===== src/rtl/e1_sequence_monitor.sv =====
// e1_sequence_monitor
//   Consumes the E1 stream (first=1, second=2, third=3, 0 illegal) through a
//   single registered valid/ready stage. It also:
//   - checks for the ordered sequence first -> second -> third;
//   - pulses seq_done / seq_error for one cycle after the causing transfer;
//   - keeps saturating per-code occurrence counters.
//   Illegal codes are accepted and counted, but never forwarded.
//
// Ports
//   clk, rst            clock, synchronous active-high reset
//   in_valid/in_ready   upstream handshake, in_data is the 2-bit E1 code
//   out_valid/out_ready downstream handshake, out_data is the registered code
//   clr_counts          clears counters and error_sticky (wins over counting)
//   seq_done/seq_error  registered one-cycle status pulses
//   error_sticky        set by any seq_error, cleared by rst or clr_counts
//   cnt_*               saturating occurrence counters, CNT_WIDTH bits each
module e1_sequence_monitor #(
    parameter int unsigned CNT_WIDTH = 8
) (
    input  logic                 clk,
    input  logic                 rst,
    input  logic                 in_valid,
    output logic                 in_ready,
    input  logic [1:0]           in_data,
    output logic                 out_valid,
    input  logic                 out_ready,
    output logic [1:0]           out_data,
    input  logic                 clr_counts,
    output logic                 seq_done,
    output logic                 seq_error,
    output logic                 error_sticky,
    output logic [CNT_WIDTH-1:0] cnt_first,
    output logic [CNT_WIDTH-1:0] cnt_second,
    output logic [CNT_WIDTH-1:0] cnt_third,
    output logic [CNT_WIDTH-1:0] cnt_illegal
);

    typedef enum logic [1:0] {
        StIdle,
        StGotFirst,
        StGotSecond
    } state_e;

    localparam logic [1:0] CodeIllegal = 2'd0;
    localparam logic [1:0] CodeFirst   = 2'd1;
    localparam logic [1:0] CodeSecond  = 2'd2;
    localparam logic [1:0] CodeThird   = 2'd3;

    localparam logic [CNT_WIDTH-1:0] CntMax = '1;
    localparam logic [CNT_WIDTH-1:0] CntOne = CNT_WIDTH'(1);

    state_e                 state_q, state_d;
    logic                   out_valid_q, out_valid_d;
    logic [1:0]             out_data_q, out_data_d;
    logic                   seq_done_q, seq_done_d;
    logic                   seq_error_q, seq_error_d;
    logic                   error_sticky_q, error_sticky_d;
    logic [CNT_WIDTH-1:0]   cnt_first_q, cnt_first_d;
    logic [CNT_WIDTH-1:0]   cnt_second_q, cnt_second_d;
    logic [CNT_WIDTH-1:0]   cnt_third_q, cnt_third_d;
    logic [CNT_WIDTH-1:0]   cnt_illegal_q, cnt_illegal_d;

    logic xfer;
    logic legal;

    // Ready whenever the stage is empty or being drained this cycle.
    assign in_ready = !out_valid_q || out_ready;
    assign xfer     = in_valid && in_ready;
    assign legal    = (in_data != CodeIllegal);

    function automatic logic [CNT_WIDTH-1:0] sat_inc(input logic [CNT_WIDTH-1:0] v);
        return (v == CntMax) ? v : v + CntOne;
    endfunction

    always_comb begin
        state_d        = state_q;
        out_valid_d    = out_valid_q;
        out_data_d     = out_data_q;
        seq_done_d     = 1'b0;
        seq_error_d    = 1'b0;
        error_sticky_d = error_sticky_q;
        cnt_first_d    = cnt_first_q;
        cnt_second_d   = cnt_second_q;
        cnt_third_d    = cnt_third_q;
        cnt_illegal_d  = cnt_illegal_q;

        // Pipeline stage. An illegal xfer only happens while in_ready, so the
        // drain branch already covers "accepted but not forwarded".
        if (xfer && legal) begin
            out_valid_d = 1'b1;
            out_data_d  = in_data;
        end else if (out_valid_q && out_ready) begin
            out_valid_d = 1'b0;
        end

        // Sequence checker, advances only on a transfer.
        if (xfer) begin
            unique case (state_q)
                StIdle: begin
                    case (in_data)
                        CodeFirst:   state_d = StGotFirst;
                        CodeIllegal: seq_error_d = 1'b1;
                        default:     state_d = StIdle;
                    endcase
                end
                StGotFirst: begin
                    case (in_data)
                        CodeFirst:  state_d = StGotFirst;
                        CodeSecond: state_d = StGotSecond;
                        default: begin
                            state_d     = StIdle;
                            seq_error_d = 1'b1;
                        end
                    endcase
                end
                StGotSecond: begin
                    case (in_data)
                        CodeThird: begin
                            state_d    = StIdle;
                            seq_done_d = 1'b1;
                        end
                        CodeFirst: begin
                            // A new first still starts a fresh sequence.
                            state_d     = StGotFirst;
                            seq_error_d = 1'b1;
                        end
                        default: begin
                            state_d     = StIdle;
                            seq_error_d = 1'b1;
                        end
                    endcase
                end
                default: state_d = StIdle;
            endcase
        end

        // Clear has priority over both counting and setting the sticky flag.
        if (clr_counts) begin
            error_sticky_d = 1'b0;
            cnt_first_d    = '0;
            cnt_second_d   = '0;
            cnt_third_d    = '0;
            cnt_illegal_d  = '0;
        end else begin
            if (seq_error_d) begin
                error_sticky_d = 1'b1;
            end
            if (xfer) begin
                case (in_data)
                    CodeFirst:  cnt_first_d   = sat_inc(cnt_first_q);
                    CodeSecond: cnt_second_d  = sat_inc(cnt_second_q);
                    CodeThird:  cnt_third_d   = sat_inc(cnt_third_q);
                    default:    cnt_illegal_d = sat_inc(cnt_illegal_q);
                endcase
            end
        end
    end

    always_ff @(posedge clk) begin
        if (rst) begin
            state_q        <= StIdle;
            out_valid_q    <= 1'b0;
            out_data_q     <= CodeFirst;
            seq_done_q     <= 1'b0;
            seq_error_q    <= 1'b0;
            error_sticky_q <= 1'b0;
            cnt_first_q    <= '0;
            cnt_second_q   <= '0;
            cnt_third_q    <= '0;
            cnt_illegal_q  <= '0;
        end else begin
            state_q        <= state_d;
            out_valid_q    <= out_valid_d;
            out_data_q     <= out_data_d;
            seq_done_q     <= seq_done_d;
            seq_error_q    <= seq_error_d;
            error_sticky_q <= error_sticky_d;
            cnt_first_q    <= cnt_first_d;
            cnt_second_q   <= cnt_second_d;
            cnt_third_q    <= cnt_third_d;
            cnt_illegal_q  <= cnt_illegal_d;
        end
    end

    assign out_valid    = out_valid_q;
    assign out_data     = out_data_q;
    assign seq_done     = seq_done_q;
    assign seq_error    = seq_error_q;
    assign error_sticky = error_sticky_q;
    assign cnt_first    = cnt_first_q;
    assign cnt_second   = cnt_second_q;
    assign cnt_third    = cnt_third_q;
    assign cnt_illegal  = cnt_illegal_q;

endmodule


===== config.mk =====
export PLATFORM = sky130hd
export DESIGN_NAME = e1_sequence_monitor
export DESIGN_NICKNAME = d
export VERILOG_FILES = /design/src/rtl/e1_sequence_monitor.sv
export SDC_FILE = /design/constraint.sdc
export NUM_CORES = 1
export LEC_CHECK = 0
export CAP_MARGIN = 20
export CELL_PAD_IN_SITES_DETAIL_PLACEMENT = 0
export CELL_PAD_IN_SITES_GLOBAL_PLACEMENT = 1
export CORE_UTILIZATION = 30
export CTS_CLUSTER_SIZE = 12
export DETAILED_ROUTE_END_ITERATION = 8
export PLACE_DENSITY_LB_ADDON = 0.25
export SYNTH_ARGS = -nofsm -noshare
export SYNTH_HDL_FRONTEND = slang
export SYNTH_SLANG_ARGS = --single-unit
export TNS_END_PERCENT = 10

===== constraint.sdc =====
create_clock -name clk -period 1.58 [get_ports clk]
set_input_delay 0.395 -clock clk [delete_from_list [all_inputs] [get_ports clk]]
set_output_delay 0.395 -clock clk [all_outputs]
set_load 0.01 [all_outputs]

# Word-level counts from Yosys, hierarchy flattened

Index checks and enable logic that the tools add are counted.

Output and inout bits: 39
Memory bits (read-only): 0
Memories: 0
Logic and storage cells: 61
Bits of input ports: 7
Memory bits (writable): 0
Bits in latches: 0
Register bits: 40

Magnitude comparators: 0
Multiply operators: 0
Divide/modulo/power cells: 0
Bitwise gates (word level): 7
$add $sub $neg: 4
Equal/unequal tests: 10
Shift-type cells: 0
Reductions and logical operators: 18
Multiplexer cells: 12

Operators with widths:

| kind                                                | count |
|---|---|
| adder 8 x 1 -> 8 bit, second input constant         | 4 |
| equality test 8 bit, second input constant          | 4 |
| AND reduction 3 bit                                 | 4 |
| two-way mux 1 bit                                   | 8 |
| one-hot mux 2 bit (2 select lines)                  | 2 |
| inverter 1 bit                                      | 7 |
| equality test 2 bit, second input constant          | 3 |
| one-hot mux 2 bit (3 select lines)                  | 1 |
| OR reduction 3 bit                                  | 2 |
| equality test 2 x 1 -> 1 bit, second input constant | 2 |
| logical NOT 2 bit                                   | 2 |
| nonzero test 2 bit                                  | 2 |
| OR reduction 2 bit                                  | 2 |
| logical AND 1 bit                                   | 3 |
| one-hot mux 1 bit (3 select lines)                  | 1 |
| inequality test 2 bit, second input constant        | 1 |
| AND reduction 2 bit                                 | 1 |
| logical NOT 1 bit                                   | 1 |
| logical OR 1 bit                                    | 1 |

# Depth between registers and ports, before layout

Word-level depth: 5
Mapped depth: 7
Mapped depth without buffers: 6

# Worst setup path after synthesis

Ideal clock, no wire load.

Path kind: input port to flip-flop
Start point: in in_data[1]
End point: reg cnt_first_q[5], in the netlist cnt_first[5]
Path buffers: 0
Required time: 1510 ps
Stages: 6
Arrival time: 1601 ps
Slack: -91 ps
Cell sequence: inv_1 -> ha_1 -> nand2_2 -> or3_4 -> or4_1 -> a21oi_1

Cells in the longest elaborated chain, start to end: 2

RTL lines:

| item                          | line | RTL |
|---|---|---|
| start: declaration            | 24   | `input logic [1:0] in_data,` |
| equality test 2 x 1 -> 1 bit  | 149  | `case (in_data)` |
| AND reduction 3 bit (no line) | n/a  |  |
| end signal: assignment        | 178  | `cnt_first_q <= cnt_first_d;` |
| end: declaration              | 58   | `logic [CNT_WIDTH-1:0] cnt_first_q, cnt_first_d;` |

No other way between the ends.
A chain may end at the register's enable or synchronous reset.

# Final worst setup path

Ends and elaborated chain as after synthesis.

==> out/results.ini <==
[run_status]
status = complete, but fails checks
violations = setup timing

[routing]
initialDrtViolationCount = 71
wl_per_cell_um = 13.27
vias = 2048
ant_nets = 0
drc = 0
viasPerCell = 5.120
routed_wl_um = 5307
first_pass_iters = 4

[pwr]
ir_worst_vdd_v = 0.0004248
p_leak_uw = 0.001266
power_uw = 2088
power_density_mw_per_mm2 = 679.7

[yosys]
avgSynthCellArea_um2 = 8.526
yosysWarnings = 0
synth_most_common_cell = dfxtp_1
netlist_area_mm2 = 0.001978
synth_ff_type = dfxtp_1
synth_nets = 248
synthArstFlopShare = 0
synth-seq-area-share = 0.4048
ys_top_cells_by_area = dfxtp_1 40%, a21oi_1 7.6%, ha_1 5.7%, o21ai_0 4.0%, o31ai_1 3.8%
synth_enable_flop_cells = 0
synth_top_area_share = 0.4048
ys_ff_latch = 40
synthTopCellsByCount = 40 x dfxtp_1, 30 x a21oi_1, 17 x nand2_1, 16 x o21ai_0
syn_inst = 232
ys_types = 36
synth_top_area_cell = dfxtp_1

[final_layout]
fillers = 615
drive_gt1_frac = 0.3127
diodes = 0
layout.nets = 338
syn2layout_area_growth_pct = 55.28
final_cells = 400

[timing]
rsz0062_at_grt = yes
maxSlewViolCount = 0
slew_headroom = 0.7519
hold_ws_ns = 0.4511
skew_ns = 0.007776
hold_violations = 0
worst_slack_ns = -0.02342
post-route-period-util = 1.015
worst_pin_slew_ns = 0.3718
max_freq_mhz = 623.7
setup_violations = 1
tns_ns = -0.02342
period_needed_ns = 1.603

[critical_path]
worstSetupEndpointType = register
crit_family = simple AND/OR/NAND/NOR gates
critPathMaxStageDelay_ns = 0.41
cp.required_ns = 1.82
crit_type = in -> reg
critPathMaxFanout = 5
slowest_stage = or4_1
cp.arrival_ns = 1.84
rrSetupSlack_ns = 0
cp_num_buf_inv = 2
worst_setup_path_start_kind = input pin
path_cells = clkdlybuf4s15_2, inv_4, ha_4, nand2_2, or3_4, or4_1, a21oi_1

[place]
io_buffers = 45
hpwl_um = 3821
gp_congestion = 0.7399
place_inst = 389

[worst_hold_path]
hold_path_class = reg -> reg

[floorplanning]
die_x_um = 83.20
die-area_mm2 = 0.006922
die_y_um = 83.20
coreArea_mm2 = 0.006350
rows = 29
start_util = 0.3115
io_pins = 46

[cts]
cts.sinks = 40
cts_inserted_buffers = 5
root_buffer = clkbuf_8
insertion_delay_ns = 0.30
clk_path_buf_depth = 2
htreeDepth = 2
clk_pin_slew_worst_paths_ns = 0.09
cts_tree = yes

[global_route]
grt_pass1_wl_um = 8700
grt_pass1_vias = 1863
antenna_found_initial = 0
globalRouteTotalUtil = 0.1552
gr-total-overflow = 0
grt_max_degree = 14

[flow_run]
cap_violations = 0

-- per-layer routing --
metal | share of wire | global-route usage | up-vias
met1 | 0.47 | 0.1969 | 945
met2 | 0.47 | 0.2511 | 37
met4 | 0.025 | 0.06740 | 0
met3 | 0.038 | 0.03579 | 11
li1 | - | - | 1055
met5 | 0 | 0 | -
-- worst paths after layout --
path	startpoint	end	cells past startpoint
max	in_data[1]	cnt_first[5]$_SDFFE_PP0P_	7
min	error_sticky$_SDFFE_PP0P_	error_sticky$_SDFFE_PP0P_	2
max reg2reg	out_valid$_SDFFE_PP0P_	cnt_first[5]$_SDFFE_PP0P_	5
min reg2reg	error_sticky$_SDFFE_PP0P_	error_sticky$_SDFFE_PP0P_	2
-- area by class of cell --
type | count | area (µm²) | share of cell area
multi-input cells | 172 | 1214 | 0.3951
flip-flops and latches | 40 | 820.8 | 0.2672
repair buffers | 94 | 793.3 | 0.2582
well taps | 77 | 96.34 | 0.03136
clock buffers | 5 | 68.82 | 0.02240
clock inverters | 3 | 42.54 | 0.01385
inverters | 9 | 36.28 | 0.01181
-- sequential cells by signal, summed over array words and instances, names as in the netlist --
register and flops:
cnt_illegal 8, error_sticky 1, seq_done 1, state_q 2
out_data 2, cnt_first 8, cnt_second 8, cnt_third 8
seq_error 1, out_valid 1
-- cell usage in the layout, fill, tap and decap left out, types with 3 or more instances in the layout --
cell	instances
buf_4	46
dlygate4sd2_1	35
a21oi_1	26
dfxtp_1	26
o21ai_0	16
nand2_1	16
dfxtp_2	13
or3_1	12
nor2_1	11
nand3_1	10
o31ai_1	10
or4_1	9
inv_1	6
nand4_1	5
ha_1	5
clkbuf_8	5
o41ai_1	4
a21oi_2	4
nand3b_1	4
nand2b_1	4
dlymetal6s2s_1	4
nand3_4	3
ha_4	3
clkdlybuf4s50_1	3
buf_6	3
-- metrics by stage --
| step | setup slack (ns) | cell area [µm²] | utilization |
|---|---|---|---|
| finish | -0.02342 | 3072 | 0.4837 |
| global route | -0.06437 | 3072 | 0.4837 |
| CTS | -0.06430 | 2949 | 0.4644 |
| detailed placement | -0.6578 | 2826 | 0.4451 |
| global placement | -0.6373 | 2826 | 0.4451 |
| floorplan | 0.01604 | 1993 | - |
-- tightest hold or removal path, delay by kind of cell (launching register included) --
family                 cells  cell delay, ns
AOI/OAI and AO/OA          1            0.05
DFF                        1            0.31
buffers and inverters      1            0.04
-- cells by family (layout without fill, tap and decap cells) --
logic type | count (synthesis) | count (layout) | synth area share
buffers and inverters | 20 | 111 | 0.04681
AO/OA/AOI/OAI | 69 | 69 | 0.2170
AND/OR/NAND/NOR | 91 | 91 | 0.2606
XOR/XNOR | 2 | 2 | 0.008857
adder cells (fa/ha/maj) | 9 | 9 | 0.05693
multiplexers | 1 | 1 | 0.005060
flip-flops | 40 | 40 | 0.4048
-- where the power goes --
part	switching, µW	total (µW)	leakage [µW]	internal, µW
Sequential	7.33	1020	0.000330	1020
Clock	384	851	0.0000541	468
Combinational	107	213	0.000881	106
Total	498	2090	0.00127	1590
-- what timing repair did --
action,4_1_cts,5_1_grt
hold buffers,0,0
pin swaps,4,6
endpoints found under the setup margin,72,31
resized for setup,64,30
setup buffers,2,1
No activity file was read; power rests on OpenSTA's default activity.
==> variant 1: new RTL, config.mk and constraints unchanged <==
The 3 states of `state_e` get a one-hot encoding in 3 bits.
--- a/src/rtl/e1_sequence_monitor.sv
+++ b/src/rtl/e1_sequence_monitor.sv
@@ -36,8 +36,8 @@
 );
 
-    typedef enum logic [1:0] {
-        StIdle,
-        StGotFirst,
-        StGotSecond
+    typedef enum logic [2:0] {
+        StIdle      = 3'b001,
+        StGotFirst  = 3'b010,
+        StGotSecond = 3'b100
     } state_e;
 
Function: same outputs for any inputs over 10 cycles, from zero or initial values and one cycle with rst high; not proved beyond that.
==> variant 1 against the original RTL <==
  * The flow still finishes with violations (negative setup slack)
  * Worst setup slack got worse by 0.052 ns
  * Non-clock buffer count grew 7
  * Combinational power is 12% higher
  * Final area is 5.5% higher
  * Total power shrank 3.5%
  * First-iteration DRC count increased by 9.9%
  * Routed wire length increased by 6.3%
  * Sequential cell count grew 1
  * Clock power shrank 16%
  * Global-route usage rose by 1.3 points
  * Synthesized area up 4.4%
  * Sequential share of layout area decreased by 0.62 points
  * Critical path type is now reg2reg
  * Critical endpoint is now cnt_second[5]$_SDFFE_PP0P_
  * Largest power group unchanged
  * Highest routed layer unchanged
==> variant 1: results (changes against the original RTL) <==
| Metric | Value |
|---|---|
| Total Wirelength | `5640 um (+6.3%)` |
| DP HPWL | `4170 um (+9.1%)` |
| Final setup vio count | `7 (+6)` |
| DR pass1 iterations | `6 (+2)` |
| Hold Path Depth | `4 (+2)` |
| Peak VDD IR | `0.307 mV (-28%)` |
| Cell depth of the worst flop-to-flop path | `6 (+1)` |
| Fillers | `640 (+4.1%)` |
| Area share of fa/ha/maj cells after synthesis | `0.0545 (-0.00238)` |
| Compound-cell area share of the yosys netlist | `0.230 (+0.0134)` |
| GRT Overall Usage | `0.168 (+0.0130)` |
| Post-synthesis sequential area ratio | `0.398 (-0.00723)` |
| Met3 WL | `229 um (+13%)` |
| Leakage power | `1.42 nW (+12%)` |
| Cell Area, Placed | `0.00301 mm^2 (+6.6%)` |
| Synthesized instance count | `235 (+1.3%)` |
| Portion of netlist area occupied by mux cells | `0.00485 (-0.000212)` |
| Plain + repair buffers | `101 (+7.4%)` |
| CTS-repair resized insts | `66 (+3.1%)` |
| Failing checks | `negative setup slack` |
| DRT met1 WL | `2640 um (+6.7%)` |
| Largest net degree at the start of global routing | `13 (-1)` |
| Met3 usage | `0.0399 (+0.00410)` |
| Crit-path slowest cell | `or4_4` |
| M1 GR Usage | `0.210 (+0.0130)` |
| Finished Cell Area | `0.00324 mm^2 (+5.5%)` |
| Clock Sinks | `41 (+2.5%)` |
| Post-CTS Setup Inserts | `4 (+2)` |
| Comb_multi_in | `175 (+1.7%)` |
| Share of layout cells above drive strength 1 | `0.354 (+0.0417)` |
| GP Congestion | `0.822 (+11%)` |
| Global-route wire length before repair | `9720 um (+12%)` |
| Post-synth top cells | `dfxtp_1 (41), a21oi_1 (28), nand2_1 (15), nand3_1 (14), o31ai_1 (13)` |
| Worst hold slack | `0.423 ns (-0.0277 ns)` |
| Final worst slack | `-0.0757 ns (-0.0523 ns)` |
| Via/cell ratio | `5.20 (+1.6%)` |
| Clk_skew | `0.00352 ns (-0.00426 ns)` |
| Post-Place Cells | `400 (+2.8%)` |
| Crit path launch type | `flip-flop` |
| Status | `finished with violations` |
| Hold crit path type | `in2reg` |
| Setup crit end | `cnt_second[5]$_SDFFE_PP0P_` |
| Largest cells by area after synthesis | `dfxtp_1 (40%), a21oi_1 (6.8%), ha_1 (5.5%), o31ai_1 (4.7%), or4_1 (4.0%)` |
| Synthesized cell area | `0.00206 mm^2 (+4.4%)` |
| Multi-input gate share of total cell area | `0.393 (-0.00245)` |
| Grt met2 use | `0.285 (+0.0341)` |
| Setup WS pre-CTS | `-0.739 ns (-0.0813 ns)` |
| WP data arrival | `1.90 ns (+0.06 ns)` |
| # clk buffers | `7 (+2)` |
| Syn_nets | `251 (+1.2%)` |
| Post-Synth XOR/XNOR Area | `0.00424 (-0.00461)` |
| Routed wl met2 | `2690 um (+7.8%)` |
==> variant 1: changes by cell type in the layout (fill, tap and decap cells not counted), sizes merged, moves of 3 or more <==
| cell | before | now |
|---|---|---|
| nand4 | 5 | 8 |
| and2 | 3 | 0 |
| o21ai | 16 | 11 |
| buf | 50 | 60 |
| o41ai | 4 | 7 |
| nor2 | 13 | 8 |
| nand2 | 18 | 15 |
| nor3b | 0 | 3 |
| nand2b | 4 | 0 |
| dlymetal6s2s | 4 | 11 |
| o21a | 0 | 6 |
| o31ai | 10 | 13 |
| nor3 | 1 | 5 |
| dlygate4sd2 | 35 | 26 |
==> variant 1: report_power, final <==
part	switching [W]	leakage, nW	total, W	internal (W)
clock	0.000369	0.0443	0.000716	0.000347
sequential	0.0000143	0.341	0.00106	0.00105
combinational	0.000113	1.03	0.000238	0.000124
total	0.000496	1.42	0.00201	0.00152
==> variant 2: new RTL, config.mk and constraints unchanged <==
Without the edit above. Set the parameter `CNT_WIDTH` to 12 (it was 8).
--- a/src/rtl/e1_sequence_monitor.sv
+++ b/src/rtl/e1_sequence_monitor.sv
@@ -16,5 +16,5 @@
 //   cnt_*               saturating occurrence counters, CNT_WIDTH bits each
 module e1_sequence_monitor #(
-    parameter int unsigned CNT_WIDTH = 8
+    parameter int unsigned CNT_WIDTH = 12
 ) (
     input  logic                 clk,
Interface: changed (resized cnt_first, cnt_illegal, cnt_second and cnt_third); port bits go from 46 to 62. No check against the original RTL was run, so the function may have changed too.
==> variant 2 against the original RTL <==
  * The flow still finishes with violations (negative setup slack)
  * Sequential share of layout area decreased by 1.7 points
  * Count of clock-buffer cells in the layout is the same
  * Sequential power is 39% higher
  * Final area up 52%
  * Sequential cell count rose by 16
  * Maximum frequency is essentially flat
  * Worst setup slack is essentially flat
  * Routed wire length increased by 61%
  * Register-to-register slack got worse by 0.02 ns
  * Total power grew 26%
  * Non-clock buffer count is 68 higher
  * Synthesized area rose by 45%
  * Clock skew grew 0.0012 ns
==> variant 2: results (changes against the original RTL) <==
| Metric | Value |
|---|---|
| Largest net degree at the start of global routing | `18 (+4)` |
| Failing checks | `negative setup slack` |
| P_seq | `0.00142 W (+39%)` |
| Clk pin slew, worst setup/hold paths | `0.11 ns (+0.02 ns)` |
| Post-CTS Setup Inserts | `1 (-1)` |
| GP Congestion | `0.790 (+6.8%)` |
| Row count | `35 (+21%)` |
| Post-synth top cells | `dfxtp_1 (56), a21oi_1 (39), nand2_1 (33), or4_1 (22), nand3_1 (21)` |
| Starting DRT DRC Count | `53 (-25%)` |
| Status | `finished with violations` |
| Largest cells by area after synthesis | `dfxtp_1 (39%), a21oi_1 (6.8%), or4_1 (5.8%), o31ai_1 (5.0%), nand2_1 (4.3%)` |
| GRT Overall Usage | `0.173 (+0.0181)` |
| Final setup vio count | `1 (unchanged)` |
| Area of the multi-input gates | `0.00181 mm^2 (+49%)` |
| Post-synthesis area per instance | `8.40 um^2 (-1.5%)` |
| Via/cell ratio | `5.10 (-0.31%)` |
| Clk_skew | `0.00899 ns (+0.00121 ns)` |
| Post-synthesis sequential area ratio | `0.390 (-0.0144)` |
| Final worst slack | `-0.0238 ns (-0.000388 ns)` |
| Max_slew headroom | `0.757 (+0.00482)` |
| Number of global-route vias before repair | `3124 (+68%)` |
| Fillers | `923 (+50%)` |
| Layout Nets | `510 (+51%)` |
| Plain + repair buffers | `162 (+72%)` |
| Share of layout cells above drive strength 1 | `0.364 (+0.0509)` |
| Sequential cell count | `56 (+40%)` |
| Final setup TNS | `-0.0238 ns (-0.000388 ns)` |
| NonClk Buf Share | `0.297 (+0.0383)` |
| DP HPWL | `6290 um (+65%)` |
| Cell Area, Placed | `0.00440 mm^2 (+56%)` |
| Syn_nets | `358 (+44%)` |
| Clock group | `0.000957 W (+12%)` |
| Crit-path slowest cell | `or4_4` |
| Comb_multi_in | `260 (+51%)` |
| CTS-repair resized insts | `104 (+63%)` |
| Post-Place Cells | `612 (+57%)` |
| CP max FO | `4 (-1)` |
| Switch share | `0.234 (-0.00391)` |
| # port buffers | `61 (+36%)` |
| Total Wirelength | `8560 um (+61%)` |
| Via Count | `3185 (+56%)` |
## variant 2: cell count changes after synthesis, moves of 3 or more
cell / change
dfxtp_1: +16
nand2_1: +16
or4_1: +12
a21oi_1: +9
o31ai_1: +9
and3_1: +8
nand3_1: +8
nor2_1: -8
nor3_1: +8
nand4_1: +6
mux2i_1: +5
buf_2: +3
nand3b_1: -3
## variant 2: kinds of logic after synthesis
family / count (synthesis) / synth area share
AND/OR/NAND/NOR: 150 / 0.305
AO/OA/AOI/OAI: 95 / 0.205
flip-flops: 56 / 0.390
buffers and inverters: 26 / 0.0388
adder cells (fa/ha/maj): 9 / 0.0392
multiplexers: 6 / 0.0209
## variant 2: metrics by stage
stage / hold WS [ns] / total power (W) / util
floorplan: 0.469 / 0.00156 / -
global placement: 0.438 / 0.00171 / 0.477
detailed placement: 0.440 / 0.00171 / 0.477
CTS: 0.453 / 0.00267 / 0.495
global route: 0.487 / 0.00275 / 0.505
finish: 0.448 / 0.00264 / 0.505
## variant 2: worst reg2reg max path, stage by stage, from the launching register on
cell and delay, ns:
dfxtp_4 0.38, ha_4 0.13, nand3_2 0.08, or3b_4 0.40, or4_4 0.42, a21oi_2 0.13
## variant 2: worst paths after layout
check	from	endpoint	cells past startpoint
max	cnt_illegal[0]$_SDFFE_PP0P_	cnt_illegal[10]$_SDFFE_PP0P_	5
min	error_sticky$_SDFFE_PP0P_	error_sticky$_SDFFE_PP0P_	2
max reg2reg	cnt_illegal[0]$_SDFFE_PP0P_	cnt_illegal[10]$_SDFFE_PP0P_	5
min reg2reg	error_sticky$_SDFFE_PP0P_	error_sticky$_SDFFE_PP0P_	2
## variant 2: per-layer routing
layer,track usage,vias up,share of wire
li1,-,1620,-
met1,0.196,1515,0.44
met2,0.335,42,0.52
met3,0.0292,8,0.028
met4,0.0419,0,0.012
met5,0,-,0
